## config.mk

```make
export PLATFORM = sky130hd
export DESIGN_NAME = pipe_ctrl
export DESIGN_NICKNAME = d
export VERILOG_FILES = /design/src/rtl/pipe_ctrl.sv
export SDC_FILE = /design/constraint.sdc
export NUM_CORES = 1
export LEC_CHECK = 0
export CAP_MARGIN = 0
export CORE_AREA = 2 2 149 93
export CTS_CLUSTER_SIZE = 30
export DETAILED_ROUTE_END_ITERATION = 10
export DIE_AREA = 0 0 151 95
export GPL_TIMING_DRIVEN = 0
export PLACE_DENSITY_LB_ADDON = 0.2
export SYNTH_ARGS = -nofsm -noshare
export SYNTH_HDL_FRONTEND = slang
export SYNTH_SLANG_ARGS = --single-unit
export TNS_END_PERCENT = 5
```

## constraint.sdc

```tcl
create_clock -name clk -period 3.6 [get_ports clk]
set_input_delay 0.9 -clock clk [delete_from_list [all_inputs] [get_ports clk]]
set_output_delay 0.9 -clock clk [all_outputs]
set_load 0.01 [all_outputs]
```

## src/rtl/pipe_ctrl.sv

```systemverilog
// Pipeline sequencing controller: per-stage hold/flush, PC redirect with a pending slot
// for redirects that collide with a busy fetch, and stall/redirect performance counters.
module pipe_ctrl #(
  parameter int unsigned XLEN  = 32,
  parameter int unsigned CNT_W = 32
) (
  input  logic             clk,
  input  logic             rst_n,
  input  logic             ex_valid,
  input  logic             ex_jmp,
  input  logic             ex_jcc,
  input  logic             ex_jc,
  input  logic [XLEN-1:0]  ex_jump_addr,
  input  logic             id_ld_hazard,
  input  logic             if_busy,
  input  logic             mem_busy,
  input  logic             perf_clr,
  output logic             pc_hold,
  output logic             pc_load,
  output logic [XLEN-1:0]  pc_load_addr,
  output logic             if_id_hold,
  output logic             if_id_flush,
  output logic             id_ex_hold,
  output logic             id_ex_flush,
  output logic             ex_mem_hold,
  output logic             redir_pend,
  output logic [CNT_W-1:0] stall_cnt,
  output logic [CNT_W-1:0] redir_cnt
);

  typedef enum logic {StRun, StRedir} state_e;

  state_e            state_q, state_d;
  logic [XLEN-1:0]   pend_q, pend_d;
  logic [CNT_W-1:0]  stall_q, stall_d;
  logic [CNT_W-1:0]  redir_q, redir_d;

  logic              jump_req;
  logic              redir_take;
  logic              pc_hold_c, pc_load_c;
  logic [XLEN-1:0]   pc_load_addr_c;
  logic              if_id_hold_c, if_id_flush_c;
  logic              id_ex_hold_c, id_ex_flush_c;
  logic              ex_mem_hold_c;

  assign jump_req = ex_valid & (ex_jmp | (ex_jcc & ex_jc));

  always_comb begin
    state_d        = state_q;
    pend_d         = pend_q;
    redir_take     = 1'b0;
    pc_hold_c      = 1'b0;
    pc_load_c      = 1'b0;
    pc_load_addr_c = '0;
    if_id_hold_c   = 1'b0;
    if_id_flush_c  = 1'b0;
    id_ex_hold_c   = 1'b0;
    id_ex_flush_c  = 1'b0;
    ex_mem_hold_c  = 1'b0;
    unique case (state_q)
      StRun: begin
        if (mem_busy) begin
          // Whole pipe freezes; a jump in EX simply re-presents next cycle.
          pc_hold_c     = 1'b1;
          if_id_hold_c  = 1'b1;
          id_ex_hold_c  = 1'b1;
          ex_mem_hold_c = 1'b1;
        end else if (jump_req) begin
          if_id_flush_c = 1'b1;
          id_ex_flush_c = 1'b1;
          redir_take    = 1'b1;
          if (if_busy) begin
            pc_hold_c = 1'b1;
            pend_d    = ex_jump_addr;
            state_d   = StRedir;
          end else begin
            pc_load_c      = 1'b1;
            pc_load_addr_c = ex_jump_addr;
          end
        end else if (id_ld_hazard) begin
          pc_hold_c     = 1'b1;
          if_id_hold_c  = 1'b1;
          id_ex_flush_c = 1'b1;
        end else if (if_busy) begin
          pc_hold_c     = 1'b1;
          if_id_flush_c = 1'b1;
        end
      end
      StRedir: begin
        // Any fetch data arriving here belongs to the wrong path.
        if_id_flush_c = 1'b1;
        if (mem_busy) begin
          id_ex_hold_c  = 1'b1;
          ex_mem_hold_c = 1'b1;
        end
        if (if_busy) begin
          pc_hold_c = 1'b1;
        end else begin
          pc_load_c      = 1'b1;
          pc_load_addr_c = pend_q;
          state_d        = StRun;
        end
      end
      default: state_d = StRun;
    endcase
  end

  // Outputs are forced quiet while reset is asserted, independent of inputs.
  assign pc_hold      = rst_n & pc_hold_c;
  assign pc_load      = rst_n & pc_load_c;
  assign pc_load_addr = rst_n ? pc_load_addr_c : '0;
  assign if_id_hold   = rst_n & if_id_hold_c;
  assign if_id_flush  = rst_n & if_id_flush_c;
  assign id_ex_hold   = rst_n & id_ex_hold_c;
  assign id_ex_flush  = rst_n & id_ex_flush_c;
  assign ex_mem_hold  = rst_n & ex_mem_hold_c;
  assign redir_pend   = rst_n & (state_q == StRedir);

  always_comb begin
    stall_d = stall_q + {{(CNT_W-1){1'b0}}, pc_hold};
    redir_d = redir_q + {{(CNT_W-1){1'b0}}, redir_take};
    if (perf_clr) begin
      stall_d = '0;
      redir_d = '0;
    end
  end

  assign stall_cnt = stall_q;
  assign redir_cnt = redir_q;

  always_ff @(posedge clk or negedge rst_n) begin
    if (!rst_n) begin
      state_q <= StRun;
      pend_q  <= '0;
      stall_q <= '0;
      redir_q <= '0;
    end else begin
      state_q <= state_d;
      pend_q  <= pend_d;
      stall_q <= stall_d;
      redir_q <= redir_d;
    end
  end

endmodule

```

==> run summary <==
Status = completed
Slew @ Worst Pin = 0.748 ns
Slew headroom = 0.501
Vias/cell = 5.38
WP data arrival = 3.83 ns
Final Max Slew Viols = 0
Final Cell Area = 7100 µm²
Max rail drop VDD = 0.234 mV
Pwr dens = 349 nW/µm²
Clock skew = 0.00862 ns
Req. time, crit path = 3.86 ns
Final #Nets = 707
GP Congestion = 0.779
CTS clk-pin slew, worst paths = 0.07 ns
#FFs+latches synth = 97
CP max stage delay = 0.54 ns
Final HPWL DP = 9880 µm
Final worst path period share = 0.992
Final ANT Viol Nets = 0
CP Class = input port to flop
H-tree depth = 3
Hold_ws = 0.504 ns
Core Area = 13100 µm²
TritonRoute pass-1 iters = 5
Leakage power = 2.88 nW
Worst R2R Path Depth = 10
Setup_tns = 0 ns
Total Routed Length = 13200 µm
Clock root buffer = clkbuf_16
CP Cell Sequence = clkdlybuf4s50_1, a21o_1, nand2_1, a21oi_1, o21ai_2, ha_1, buf_4, nand4_1, or4_1, buf_2, or4_1, a21oi_1
Largest net degree at the start of global routing = 55
Yosys warning count = 0
Die area = 14300 µm²
Initial antenna violation count = 0
Die H = 95 µm
Die X = 151 µm
Worst-Skew Late Latency = 0.34 ns
Asr flop ratio synth = 1.00
Slowest library cell on the worst path = or4_1
Vias in the first global route = 4192
Initial Utilization = 0.389
Worst-path fanout max = 10
Post-route insts no fill = 841
Kind of start point of the critical path = input port
Fillers = 1160
Most frequent cell after synthesis = dfrtp_1
Wire per inst = 15.7 µm
RSZ-0062 raised after global routing = yes
Tmin final = 3.57 ns
Final hold vios = 0
Hold crit path type = input port to asynchronous set/reset pin
Number of flops mapped to enable cells by yosys = 0
DRC Markers = 0
Routed vias = 4526
Placed Cells = 826
Rows = 33
Crit path capture type = flop
PortBufs = 145
Drt initial violations = 241
Post-DP Area = 6800 µm²
CTS tree = done
Setup Viol. Count Final = 0
Syn nets = 551
Mapped cell area = 5100 µm²
Fin util = 0.541
Dominant cells by area after synthesis = dfrtp_1 (48%), mux2_2 (7.3%), mux2i_1 (6.3%)
Syn avg cell area = 10.1 µm²
Mapped Cells = 505
Synth cell count leaders = dfrtp_1 (97), nor2_1 (60), a21oi_1 (37), mux2_2 (33), mux2i_1 (32)
Post-synthesis cell type count = 37
Post-synth top flop = dfrtp_1
IO Pins = 146
CTS Buf Count = 9
Share of cells above drive strength 1 = 0.120
Most area-hungry cell type in the Yosys netlist = dfrtp_1
First-pass GRT wire length = 21200 µm
Diodes inserted = 0
CTS max path bufs = 2
Register area share after synthesis = 0.476
Total Routing Usage GR = 0.188
Max Cap Viol = 0
Area Growth Syn to Fin = 39.2%
Grt total ovfl = 0
Peak Freq = 0.280 GHz
Clock sink total = 97
Yosys top cell area share = 0.476
## registers in the layout, summed over array words and instances, names as in the netlist
register and flops:
stall_cnt 32, pend_q 32, state_q 1, redir_cnt 32
## layer usage
| layer | GRT usage | vias to the layer above | share of wire |
|---|---|---|---|
| li1 | - | 2157 | - |
| met2 | 0.283 | 120 | 0.46 |
| met3 | 0.0415 | 25 | 0.049 |
| met5 | 0 | - | 0 |
| met1 | 0.273 | 2224 | 0.47 |
| met4 | 0.0498 | 0 | 0.019 |
## worst paths after layout
path / start / to / slack (ns)
min reg2reg: pend_q[24] / pend_q[24] / 0.51
max reg2reg: state_q / redir_cnt[26] / 0.30
min in group clk: pend_q[24] / pend_q[24] / 0.51
max in group asynchronous: rst_n / redir_cnt[25] / 2.46
max: ex_jcc / stall_cnt[26] / 0.03
min: rst_n / stall_cnt[26] / 0.50
## cells by family (layout without fill, tap and decap cells)
kind of cell | count (synthesis) | after routing | synth area share
simple gates | 193 | 193 | 0.208
flops | 97 | 97 | 0.476
compound gates | 77 | 77 | 0.0910
mux | 65 | 65 | 0.136
buf+inv | 44 | 205 | 0.0370
xor+xnor | 25 | 25 | 0.0429
fa+ha+maj | 4 | 4 | 0.00981
## worst max-delay path: cells and delay by family
| kind | cells | cell delay (ns) |
|---|---|---|
| and+or+nand+nor | 4 | 1.32 |
| adders and majority gates | 1 | 0.18 |
| AOI/OAI and AO/OA | 4 | 0.66 |
| buffers and inverters | 3 | 0.76 |
## report_power, final
group / internal [W] / switching [W] / total, W
logic: 0.000171 / 0.000134 / 0.000305
registers: 0.00118 / 0.0000428 / 0.00122
clock network: 0.000546 / 0.000409 / 0.000954
## cell usage in the layout (no fill, tap or decap), types with 11 or more instances in the layout
cell type	Yosys	layout
nand4_1	20	20
inv_1	12	12
mux2_2	33	33
xor2_1	17	17
o31ai_1	27	27
a21oi_1	37	37
or4_1	30	30
dfrtp_1	97	97
clkdlybuf4s15_1	0	13
nor2_1	60	60
mux2i_1	32	32
clkdlybuf4s50_1	0	110
nand3_1	19	19
clkbuf_1	23	17
nand2_1	21	21
clkbuf_2	0	11
## metrics by stage
step	total power, W	setup slack [ns]
3_5_place_dp	0.00155	-0.562
6_report	0.00248	0.0288
3_3_place_gp	0.00153	-4.07
2_1_floorplan	0.00139	0.0306
4_1_cts	0.00252	-0.215
5_1_grt	0.00259	-0.178
## layout make-up
class	count	area [µm²]	share of cell area
timing repair buffer	146	1440	0.203
sequential	97	2430	0.342
clock buffer	13	280	0.0395
inverter	12	45.0	0.00634
clock inverter	3	22.5	0.00317
multi-input combinational	364	2500	0.353
buffer	31	161	0.0227
tap	175	219	0.0308
## repair_timing
item                       in CTS  in global routing
resized for setup              40                 46
buffers inserted                0                  0
setup endpoints to repair      41                 37
hold buffers                    0                  0
Note: power is estimated with default switching activity, not from simulation.
